### src/rtl/conv55_window_gen.sv
// Streaming 5x5 sliding-window generator: four line buffers feed a 5x5 register
// window; every non-padded window position is presented as 25 parallel taps.
module conv55_window_gen #(
    parameter int unsigned DATA_W = 6,
    parameter int unsigned IMG_W  = 32,
    parameter int unsigned IMG_H  = 32
) (
    input  logic                       clk,
    input  logic                       rst,
    input  logic                       in_valid,
    input  logic                       in_sof,
    input  logic [DATA_W-1:0]          in_data,
    output logic [25*DATA_W-1:0]       win_data,
    output logic                       win_valid,
    output logic [$clog2(IMG_H)-1:0]   win_row,
    output logic [$clog2(IMG_W)-1:0]   win_col,
    output logic                       frame_done
);

    localparam int unsigned RowW = $clog2(IMG_H);
    localparam int unsigned ColW = $clog2(IMG_W);
    localparam logic [RowW-1:0] RowLast = RowW'(IMG_H - 1);
    localparam logic [ColW-1:0] ColLast = ColW'(IMG_W - 1);
    localparam logic [RowW-1:0] RowFour = RowW'(4);
    localparam logic [ColW-1:0] ColFour = ColW'(4);

    logic [RowW-1:0]   row_q, row_d, cur_row;
    logic [ColW-1:0]   col_q, col_d, cur_col;

    // lb_q[0] holds the previous line, lb_q[3] the line four rows up.
    logic [DATA_W-1:0] lb_q  [4][IMG_W];
    logic [DATA_W-1:0] lb_rd [4];
    logic [DATA_W-1:0] col_in [5];

    logic [DATA_W-1:0] win_q [5][5];
    logic [DATA_W-1:0] win_d [5][5];

    logic              win_valid_q, win_valid_d;
    logic              frame_done_q, frame_done_d;
    logic [RowW-1:0]   win_row_q, win_row_d;
    logic [ColW-1:0]   win_col_q, win_col_d;

    // Position of the pixel being accepted and the counter advance.
    always_comb begin
        cur_row = in_sof ? '0 : row_q;
        cur_col = in_sof ? '0 : col_q;
        row_d   = row_q;
        col_d   = col_q;
        if (in_valid) begin
            if (cur_col == ColLast) begin
                col_d = '0;
                row_d = (cur_row == RowLast) ? '0 : cur_row + RowW'(1);
            end else begin
                col_d = cur_col + ColW'(1);
                row_d = cur_row;
            end
        end
    end

    // Read all four lines at the current column; row 0 of the window is the oldest line.
    always_comb begin
        for (int i = 0; i < 4; i++) begin
            lb_rd[i] = lb_q[i][cur_col];
        end
        for (int r = 0; r < 4; r++) begin
            col_in[r] = lb_rd[3-r];
        end
        col_in[4] = in_data;
    end

    // Window shift: columns move left, the new 5-pixel column enters at column 4.
    always_comb begin
        win_d = win_q;
        if (in_valid) begin
            for (int r = 0; r < 5; r++) begin
                for (int c = 0; c < 4; c++) begin
                    win_d[r][c] = win_q[r][c+1];
                end
                win_d[r][4] = col_in[r];
            end
        end
    end

    // Output qualifiers for the window formed by this acceptance.
    always_comb begin
        win_valid_d  = in_valid && (cur_row >= RowFour) && (cur_col >= ColFour);
        frame_done_d = in_valid && (cur_row == RowLast) && (cur_col == ColLast);
        win_row_d    = win_row_q;
        win_col_d    = win_col_q;
        if (win_valid_d) begin
            win_row_d = cur_row - RowFour;
            win_col_d = cur_col - ColFour;
        end
    end

    // Line-buffer cascade; contents are not reset since the counters gate validity.
    always_ff @(posedge clk) begin
        if (in_valid) begin
            lb_q[0][cur_col] <= in_data;
            lb_q[1][cur_col] <= lb_rd[0];
            lb_q[2][cur_col] <= lb_rd[1];
            lb_q[3][cur_col] <= lb_rd[2];
        end
    end

    // Counters, window registers and registered outputs.
    always_ff @(posedge clk or posedge rst) begin
        if (rst) begin
            row_q        <= '0;
            col_q        <= '0;
            win_valid_q  <= 1'b0;
            frame_done_q <= 1'b0;
            win_row_q    <= '0;
            win_col_q    <= '0;
            for (int r = 0; r < 5; r++) begin
                for (int c = 0; c < 5; c++) begin
                    win_q[r][c] <= '0;
                end
            end
        end else begin
            row_q        <= row_d;
            col_q        <= col_d;
            win_valid_q  <= win_valid_d;
            frame_done_q <= frame_done_d;
            win_row_q    <= win_row_d;
            win_col_q    <= win_col_d;
            win_q        <= win_d;
        end
    end

    // Pack taps: tap k = r*5+c.
    always_comb begin
        win_data = '0;
        for (int r = 0; r < 5; r++) begin
            for (int c = 0; c < 5; c++) begin
                win_data[DATA_W*(r*5+c) +: DATA_W] = win_q[r][c];
            end
        end
    end

    assign win_valid  = win_valid_q;
    assign frame_done = frame_done_q;
    assign win_row    = win_row_q;
    assign win_col    = win_col_q;

endmodule

### config.mk
export PLATFORM = sky130hd
export DESIGN_NAME = conv55_window_gen
export DESIGN_NICKNAME = d
export VERILOG_FILES = /design/src/rtl/conv55_window_gen.sv
export SDC_FILE = /design/constraint.sdc
export NUM_CORES = 1
export LEC_CHECK = 0
export ABC_AREA = 1
export CORE_MARGIN = 2
export CORE_UTILIZATION = 25
export DETAILED_ROUTE_END_ITERATION = 6
export PLACE_DENSITY = 0.48
export SLEW_MARGIN = 10
export SYNTH_ARGS = -nofsm -noshare
export SYNTH_HDL_FRONTEND = slang
export SYNTH_SLANG_ARGS = --single-unit
### constraint.sdc
create_clock -name clk -period 5.7 [get_ports clk]
set_input_delay 1.14 -clock clk [delete_from_list [all_inputs] [get_ports clk]]
set_output_delay 1.14 -clock clk [all_outputs]
set_load 0.02 [all_outputs]
==> results of run 1 <==
registers in the layout, summed over array words and instances (netlist names):
name and flops:
col_q 5, frame_done 1, lb_q 768, row_q 5
win_col 5, win_data 150, win_row 5, win_valid 1
report_power, final:
group          switching, mW  internal (mW)
combinational           1.70          0.769
sequential             0.216           8.03
clock                   2.82           3.78
total                   4.73           12.6
cell usage in the layout, fill, tap and decap left out, types with 24 or more instances in the layout:
| cell type | synthesis | routed |
|---|---|---|
| a21oi_1 | 56 | 56 |
| buf_12 | 0 | 24 |
| buf_4 | 28 | 99 |
| clkbuf_16 | 0 | 105 |
| clkdlybuf4s50_1 | 0 | 170 |
| clkinv_2 | 0 | 25 |
| dfrtp_1 | 172 | 171 |
| edfxtp_1 | 768 | 768 |
| inv_1 | 425 | 424 |
| nand2_1 | 1388 | 1388 |
| nand3_1 | 388 | 388 |
| nand4_1 | 28 | 28 |
| nor2_1 | 98 | 65 |
| nor2_4 | 5 | 30 |
| o21ai_0 | 71 | 71 |
kinds of logic (layout without fill, tap and decap cells):
group	after synthesis	after routing	synth area share
buffers and inverters	614	924	0.0663
AOI/OAI and AO/OA	143	143	0.0194
DFF	940	940	0.704
other	0	1	0
xor gates and xnor gates	4	4	0.000901
and+or+nand+nor	1933	1933	0.206
adders and majority gates	10	10	0.00322
critical path: stages:
cell and delay (ns):
clkdlybuf4s50_1 0.53, buf_4 0.28, nor2_4 0.77, buf_4 0.34
nand2_1 0.07, nand3_1 0.08, nand3_1 0.08, nand3_1 0.23
nand3_2 0.62
metal layers:
layer / vias up / global-route usage / part of all wire
li1: 12300 / - / -
met1: 12900 / 0.205 / 0.47
met2: 611 / 0.230 / 0.46
met3: 146 / 0.0205 / 0.044
met4: 0 / 0.0402 / 0.025
met5: - / 0 / 0
final timing paths:
path | startpoint | end | slack (ns)
hold / removal | win_data[30]$_DFFE_PP0P_ | win_data[30]$_DFFE_PP0P_ | 0.47
setup / recovery | in_sof | lb_q[3][103]$_DFFE_PP_ | 1.69
max in group asynchronous | rst | col_q[0]$_DFFE_PP0P_ | 3.84
setup reg to reg | col_q[0]$_DFFE_PP0P_ | lb_q[3][103]$_DFFE_PP_ | 2.08
hold reg to reg | win_data[30]$_DFFE_PP0P_ | win_data[30]$_DFFE_PP0P_ | 0.47
min in group asynchronous | rst | win_data[39]$_DFFE_PP0P_ | 1.10
per-stage QoR:
| step | utilization | instances | area [µm²] | hold WS [ns] |
|---|---|---|---|---|
| floorplan | - | 3644 | 38900 | 0.523 |
| global placement | 0.283 | 5805 | 43700 | 0.454 |
| detailed placement | 0.283 | 5805 | 43700 | 0.458 |
| CTS | 0.305 | 5998 | 47000 | 0.473 |
| global route | 0.305 | 5999 | 47000 | 0.495 |
| finish | 0.305 | 5999 | 47000 | 0.468 |
layout make-up:
class | count | area, µm²
fillers | 15900 | 107000
flip-flops and latches | 940 | 27400
multi-input cells | 2090 | 9150
repair buffers | 294 | 2940
clock buffers | 132 | 2780
well taps | 2044 | 2560
inverters | 437 | 1650
clock inverters | 61 | 554
diodes | 1 | 2.50
==> results by group, run 1 <==
Worst setup path
  • Reg2Reg Depth: 8
  • Critical Path AT: 4.19 ns
  • Peak fanout along the critical path: 33
  • CP required: 5.88 ns
  • Worst setup EP type: register
  • Crit path kind: input pin to register
  • Worst setup SP type: input pin

Floorplan
  • Starting Density: 0.252
  • Horiz. Die Dim: 398 µm
  • Area of the core: 154000 µm²
  • Row count: 144
  • Io pins: 172
  • Die Area: 159000 µm²
  • Die H: 398 µm

Pwr
  • Pwr Density: 368 nW/µm²
  • Tot Pwr: 17.3 mW
  • Leak pwr: 19.1 nW
  • Worst vdd ir: 0.000222 V

STA
  • Worst clock skew: 0.0295 ns
  • Fin worst setup slack: 1.69 ns
  • Setup violators final: 0
  • Pin slew with the least headroom to its limit: 0.969 ns
  • Max Slew Vio Count: 0
  • Max_slew headroom: 0.352
  • Final min period: 4.01 ns
  • Tcrit/Tclk final: 0.704
  • RSZ-0062 raised after global routing: false
  • Final hold violations: 0
  • Final TNS setup: 0 ns
  • Max frequency: 249 MHz

Logic synthesis
  • Syn Area/Cell: 10.7 µm²
  • Mapped Nets: 3664
  • Post-Syn Instances: 3644
  • Ys async rst share: 0.183
  • Synthesis-stage register bit count: 940
  • Netlist Area Pre-Place: 38900 µm²
  • Synth area leaders: edfxtp_1 (59%), nand2_1 (13%), dfrtp_1 (11%), nand3_1 (5.0%), inv_1 (4.1%)
  • Synth warn: 0
  • Post-synth cell types: 33
  • Number of enable flip-flop cells after synthesis: 768
  • Register area share after synthesis: 0.704
  • Commonest cells post-synth: nand2_1 (1388), edfxtp_1 (768), inv_1 (425)
  • Most numerous cell in the Yosys netlist: nand2_1
  • Primary FF master, synth: edfxtp_1
  • Top cell type by total area after synthesis: edfxtp_1
  • Synth top area share: 0.593

CTS
  • CTS Hold Bufs: 0
  • Inserted Clock Buffers: 105
  • # clock sinks: 940
  • Clock Path Buffers: 3
  • Clock latency on the worst-skew pair: 0.70 ns
  • Worst-path clk slew: 0.06 ns
  • Resize count post-CTS: 0
  • CTS tree: built
  • H-Tree Depth: 3
  • Root buffer cell: clkbuf_16
  • Post-CTS setup buffer count: 0

Status
  • Status: completed

Global route
  • Initial antenna violation count: 3
  • Vias in the first global route: 24900
  • Pin count of the biggest net entering global routing: 173
  • GR Util All Layers: 0.145
  • Remaining Overflow, GRT: 0
  • First-pass GRT wire length: 171000 µm

Flow run
  • Max cap viols: 0

Cells and area
  • Fraction of layout cells with a size suffix above 1: 0.0895
  • Area Overhead vs Synth: 20.9%
  • # nets final: 3888

Detailed routing
  • Initial DRC count: 1864
  • Final WL: 116000 µm
  • Final antenna-violating net count: 0
  • Detailed Routing Iterations Pass 1: 5
  • Via density: 4.33
  • Drc violations: 0
  • DR WL/cell: 19.3 µm
  • Vias: 26000

Placed design
  • Dpl ws: 0.956 ns
  • # port buffers: 171
  • Post-DP HPWL: 70100 µm
  • Global placement routability congestion: 0.792

Hold path
  • HP Class: register to register
  • Worst hold path stage count: 2
(Power assumes the default switching activity.)
==> run 2: changes to the inputs <==
Clock period 5.7 ns to 3.39 ns, I/O delays scaled along.
==> results by group, run 2 (synthesized netlist as in run 1, its figures left out) <==
Status
  • Status: completed

Cells and area
  • Fill cell count: 15800 (-0.94%)
  • Area Overhead vs Synth: 24.9%
  • Most frequent cells in the layout: nand2_1 (1388), edfxtp_1 (768), inv_1 (424), nand3_1 (388), dfrtp_1 (171)
  • Most flops, register: lb_q
  • Max FFs per register: 768 (unchanged)
  • Fraction of layout cells with a size suffix above 1: 0.113 (+0.0235)
  • Most common cell after layout, fill and taps aside: nand2_1
  • Final instance area: 48600 µm² (+3.3%)
  • # nets final: 3986 (+2.5%)

Floorplan
  • Io pins: 172 (unchanged)
  • Horiz. Die Dim: 398 µm (unchanged)
  • Die H: 398 µm (unchanged)
  • Starting Density: 0.252 (unchanged)
  • Row count: 144 (unchanged)
  • Die Area: 159000 µm² (unchanged)
  • Area of the core: 154000 µm² (unchanged)

Global route
  • Vias in the first global route: 25600 (+2.6%)
  • Pin count of the biggest net entering global routing: 58 (-66%)
  • Remaining Overflow, GRT: 0 (unchanged)
  • GR Util All Layers: 0.151 (+0.00676)
  • First-pass GRT wire length: 177000 µm (+3.6%)
  • Initial antenna violation count: 2 (-1)

CTS
  • CTS Hold Bufs: 0 (unchanged)
  • Clock Path Buffers: 3 (unchanged)
  • CTS tree: built
  • Post-CTS setup buffer count: 0 (unchanged)
  • Resize count post-CTS: 0 (unchanged)
  • # clock sinks: 940 (unchanged)
  • H-Tree Depth: 3 (unchanged)
  • Inserted Clock Buffers: 101 (-3.8%)
  • Clock latency on the worst-skew pair: 0.70 ns (about the same)
  • Worst-path clk slew: 0.06 ns (about the same)
  • Root buffer cell: clkbuf_16

Detailed routing
  • Vias: 26500 (+2.0%)
  • Via density: 4.34 (+0.31%)
  • Initial DRC count: 2039 (+9.4%)
  • Drc violations: 0 (unchanged)
  • DR WL/cell: 19.8 µm (+2.6%)
  • Final antenna-violating net count: 0 (unchanged)
  • Final WL: 121000 µm (+4.3%)
  • Detailed Routing Iterations Pass 1: 6 (+1)

Flow run
  • Max cap viols: 0 (unchanged)

Placed design
  • Post-DP HPWL: 74500 µm (+6.3%)
  • Area of placed instances: 45300 µm² (+3.6%)
  • Global placement routability congestion: 0.787 (-0.62%)
  • # port buffers: 171 (unchanged)

STA
  • RSZ-0062 raised after global routing: false
  • Max_slew headroom: 0.468 (+0.116)
  • Worst clock skew: 0.0190 ns (-0.0105 ns)
  • Final min period: 2.84 ns
  • Tcrit/Tclk final: 0.838
  • Max Slew Vio Count: 0 (unchanged)
  • Worst Hold Slack: 0.385 ns (-0.0837 ns)
  • Max frequency: 352 MHz
  • Final hold violations: 0 (unchanged)
  • Pin slew with the least headroom to its limit: 0.797 ns (-0.173 ns)
  • Setup violators final: 0 (unchanged)

Pwr
  • Combinational power share: 0.155 (+0.013)
  • Int Pwr: 21.5 mW (+71%)
  • Sw Pwr: 7.95 mW (+68%)
  • Worst vdd ir: 0.000413 V (+86%)
  • Sw Ratio: 0.270 (-0.00349)
  • Sequential Power Share: 0.470 (-0.006)
  • Pwr Density: 606 nW/µm² (+65%)
  • Power share of the clock group: 0.375 (-0.006)
  • Leak pwr: 19.9 nW (+4.0%)

Worst setup path
  • Worst setup EP type: register
  • Crit path kind: input pin to register
  • Worst setup SP type: input pin
  • CP required: 4.03 ns (-1.85 ns)
  • Critical Path AT: 3.48 ns (-0.71 ns)
  • Peak fanout along the critical path: 36 (+9.1%)

Hold path
  • HP Class: input pin to register
-- run 2: changes by cell type in the layout (fill, tap and decap cells not counted), sizes merged --
cell      before  now
clkbuf       132  131
inv          442  438
buf          124  226
clkinvlp       3    4
-- run 2: routing by layer --
layer	share of wire	up-vias	global-route usage
met2	0.47	664	0.245
met3	0.047	149	0.0219
met1	0.46	13100	0.212
li1	-	12600	-
met4	0.022	0	0.0398
met5	0	-	0
-- run 2: final timing paths --
path                       slack [ns]                        to                     start  cells past startpoint
setup / recovery                 0.55  win_data[89]$_DFFE_PP0P_                    in_sof                     17
hold / removal                   0.38  win_data[69]$_DFFE_PP0P_                  in_valid                      3
setup reg to reg                 0.64     lb_q[1][11]$_DFFE_PP_      col_q[2]$_DFFE_PP0P_                     10
hold reg to reg                  0.47  win_data[63]$_DFFE_PP0P_  win_data[63]$_DFFE_PP0P_                      2
max in group asynchronous        2.18      col_q[0]$_DFFE_PP0P_                       rst                      3
min in group asynchronous        0.48  win_data[33]$_DFFE_PP0P_                       rst                      2
-- run 2: layout make-up --
| type | instances | area [µm²] | area share |
|---|---|---|---|
| diodes | 1 | 2.50 | 0.0000515 |
| flip-flops and latches | 940 | 27400 | 0.564 |
| clock buffers | 131 | 2830 | 0.0582 |
| repair buffers | 396 | 4530 | 0.0932 |
| multi-input cells | 2090 | 9150 | 0.188 |
| clock inverters | 58 | 479 | 0.00987 |
| well taps | 2044 | 2560 | 0.0527 |
| inverters | 437 | 1650 | 0.0341 |
-- run 2: power groups by stage --
| stage | clock network [mW] | registers (mW) | logic (mW) |
|---|---|---|---|
| final | 11.0 | 13.8 | 4.57 |
| after global routing | 11.7 | 13.9 | 4.97 |
| after CTS | 11.3 | 13.8 | 4.65 |
| after detailed placement | 0 | 14.1 | 4.63 |
| after global placement | 0 | 14.1 | 4.62 |
| after floorplan | 0 | 14.4 | 1.73 |
-- run 2: through the flow --
step | setup TNS, ns | power (mW) | std cells | worst slack (ns) | util
6_report | 0 | 29.4 | 6097 | 0.549 | 0.315
5_1_grt | 0 | 30.6 | 6097 | 0.431 | 0.315
4_1_cts | 0 | 29.8 | 6096 | 0.500 | 0.315
3_5_place_dp | -7.34 | 18.7 | 5907 | -0.247 | 0.293
3_3_place_gp | -6.87 | 18.7 | 5907 | -0.229 | 0.293
2_1_floorplan | 0 | 16.1 | 3644 | 0.243 | -
-- run 2: worst max-delay path, cell delays in order --
cell and delay (ns):
clkdlybuf4s50_1 0.51, buf_12 0.18, inv_6 0.08, nand2_8 0.17
buf_12 0.29, buf_4 0.22, nand2_1 0.06, nand2_1 0.05
nand2_1 0.05, nand3_1 0.06, nand2_1 0.05, nor2_1 0.30
nor2_1 0.09, nand2_1 0.26, buf_4 0.22, nand2_1 0.07
nand2_1 0.08
==> run 3: changes to the inputs <==
Settings changed: PLACE_DENSITY 0.48 to 0.47.
Clock period 3.39 ns to 2.9 ns, I/O delays scaled along.
==> results by group, run 3 (synthesized netlist as in run 1, its figures left out) <==
Worst setup path
  • Worst setup EP type: output pin
  • Crit path buffers/inverters: 1 (-5)
  • Crit path max-delay family: buffers and inverters
  • Worst path slowest cell: clkdlybuf4s50_1
  • Critical Path AT: 2.12 ns (-1.36 ns)
  • Worst setup SP type: register
  • Crit path kind: register to output pin
  • CP required: 2.32 ns (-1.71 ns)
  • CP max stage delay: 0.71 ns (+0.20 ns)
  • Peak fanout along the critical path: 3 (-92%)
  • Crit-path cells: clkdlybuf4s50_1

CTS
  • CTS Hold Bufs: 0 (unchanged)
  • Resize count post-CTS: 0 (unchanged)
  • Inserted Clock Buffers: 107 (+5.9%)
  • Clock Path Buffers: 3 (unchanged)
  • # clock sinks: 940 (unchanged)
  • Post-CTS setup buffer count: 0 (unchanged)
  • Root buffer cell: clkbuf_16
  • H-Tree Depth: 3 (unchanged)
  • Clock latency on the worst-skew pair: 0.72 ns (+0.02 ns)
  • Worst-path clk slew: 0.06 ns (about the same)
  • CTS tree: built

STA
  • Max Slew Vio Count: 0 (unchanged)
  • Setup violators final: 0 (unchanged)
  • RSZ-0062 raised after global routing: false
  • Tcrit/Tclk final: 0.931
  • Final hold violations: 0 (unchanged)
  • Fin worst setup slack: 0.201 ns (-0.348 ns)
  • Worst clock skew: 0.0280 ns (+0.00899 ns)
  • Pin slew with the least headroom to its limit: 0.721 ns (-0.0755 ns)
  • Max_slew headroom: 0.519 (+0.0515)
  • Final min period: 2.70 ns
  • Max frequency: 370 MHz

Floorplan
  • Die Area: 159000 µm² (unchanged)
  • Starting Density: 0.252 (unchanged)
  • Row count: 144 (unchanged)
  • Area of the core: 154000 µm² (unchanged)
  • Die H: 398 µm (unchanged)
  • Io pins: 172 (unchanged)
  • Horiz. Die Dim: 398 µm (unchanged)

Detailed routing
  • Vias: 26900 (+1.6%)
  • Detailed Routing Iterations Pass 1: 6 (unchanged)
  • Drc violations: 0 (unchanged)
  • Via density: 4.36 (+0.32%)
  • Metal3 WL: 6410 µm (+12%)
  • Met2 Routed Length: 58800 µm (+4.4%)
  • Wire length on met1: 58800 µm (+4.8%)
  • DR WL/cell: 20.6 µm (+3.8%)
  • Final WL: 127000 µm (+5.1%)
  • Initial DRC count: 2352 (+15%)
  • Top layer used by detailed routing: met4
  • Final antenna-violating net count: 0 (unchanged)

Pwr
  • Pwr Density: 705 nW/µm² (+16%)
  • Leak pwr: 20.4 nW (+2.6%)
  • Worst vdd ir: 0.000451 V (+9.1%)

Global route
  • First-pass GRT wire length: 183000 µm (+3.0%)
  • GR Util All Layers: 0.158 (+0.00647)
  • Pin count of the biggest net entering global routing: 126 (+120%)
  • Remaining Overflow, GRT: 0 (unchanged)
  • Initial antenna violation count: 2 (unchanged)
  • Vias in the first global route: 25600 (+0.22%)

Placed design
  • # port buffers: 171 (unchanged)
  • Dpl ws: -0.272 ns (-0.0251 ns)
  • Global placement routability congestion: 0.808 (+2.7%)
  • Area of placed instances: 46300 µm² (+2.3%)
  • Post-DP HPWL: 80800 µm (+8.5%)

Cells and area
  • Area Overhead vs Synth: 28.0%
  • Final instance area: 49800 µm² (+2.5%)
  • Most flops, register: lb_q
  • Fraction of layout cells with a size suffix above 1: 0.126 (+0.0131)
  • Most common cell after layout, fill and taps aside: nand2_1
  • Most frequent cells in the layout: nand2_1 (1388), edfxtp_1 (768), inv_1 (424), nand3_1 (388), dfrtp_1 (171)
  • Max FFs per register: 768 (unchanged)
  • # nets final: 4059 (+1.8%)

Flow run
  • Max cap viols: 0 (unchanged)

Status
  • Status: completed

Hold path
  • HP Class: input pin to asynchronous set/reset pin
[run 3: layout make-up]
type,count,area (µm²)
inverter,437,1650
multi-input combinational,2090,9190
timing repair buffer,463,5510
clock inverter,54,576
tap,2044,2560
fill,15800,104000
clock buffer,146,2900
antenna,2,5.00
sequential,940,27400
[run 3: final timing paths]
check                      cells past startpoint                       from                         to  slack, ns
max                                            1  win_data[117]$_DFFE_PP0P_              win_data[117]       0.20
min in group clk                               3                   in_valid  win_data[119]$_DFFE_PP0P_       0.26
min reg2reg                                    2   win_data[62]$_DFFE_PP0P_   win_data[62]$_DFFE_PP0P_       0.47
min                                            2                        rst    win_data[4]$_DFFE_PP0P_       0.20
max in group asynchronous                      3                        rst  win_data[119]$_DFFE_PP0P_       1.79
max reg2reg                                    9       col_q[2]$_DFFE_PP0P_     lb_q[0][167]$_DFFE_PP_       0.44
[run 3: per-stage QoR]
| step | cells | util | hold WS [ns] | power (mW) | setup TNS [ns] |
|---|---|---|---|---|---|
| floorplan | 3644 | - | 0.523 | 18.9 | -46.20 |
| global placement | 5974 | 0.300 | 0.455 | 22.0 | -101.88 |
| detailed placement | 5974 | 0.300 | 0.460 | 22.0 | -106.41 |
| CTS | 6174 | 0.323 | 0.163 | 35.4 | 0 |
| global route | 6175 | 0.323 | 0.203 | 36.4 | 0 |
| finish | 6176 | 0.323 | 0.202 | 35.1 | 0 |
[run 3: per-layer routing]
layer / track usage / up-vias
met4: 0.0423 / 0
li1: - / 12700
met1: 0.222 / 13300
met2: 0.252 / 752
met3: 0.0249 / 157
met5: 0 / -
[run 3: where the power goes]
part           internal, mW  leakage [nW]  total (mW)  switching, mW
Combinational          2.01          9.61        5.50           3.49
Clock                  7.68          1.68        13.4           5.70
Sequential             15.8          9.11        16.2          0.434
Total                  25.5          20.4        35.1           9.62
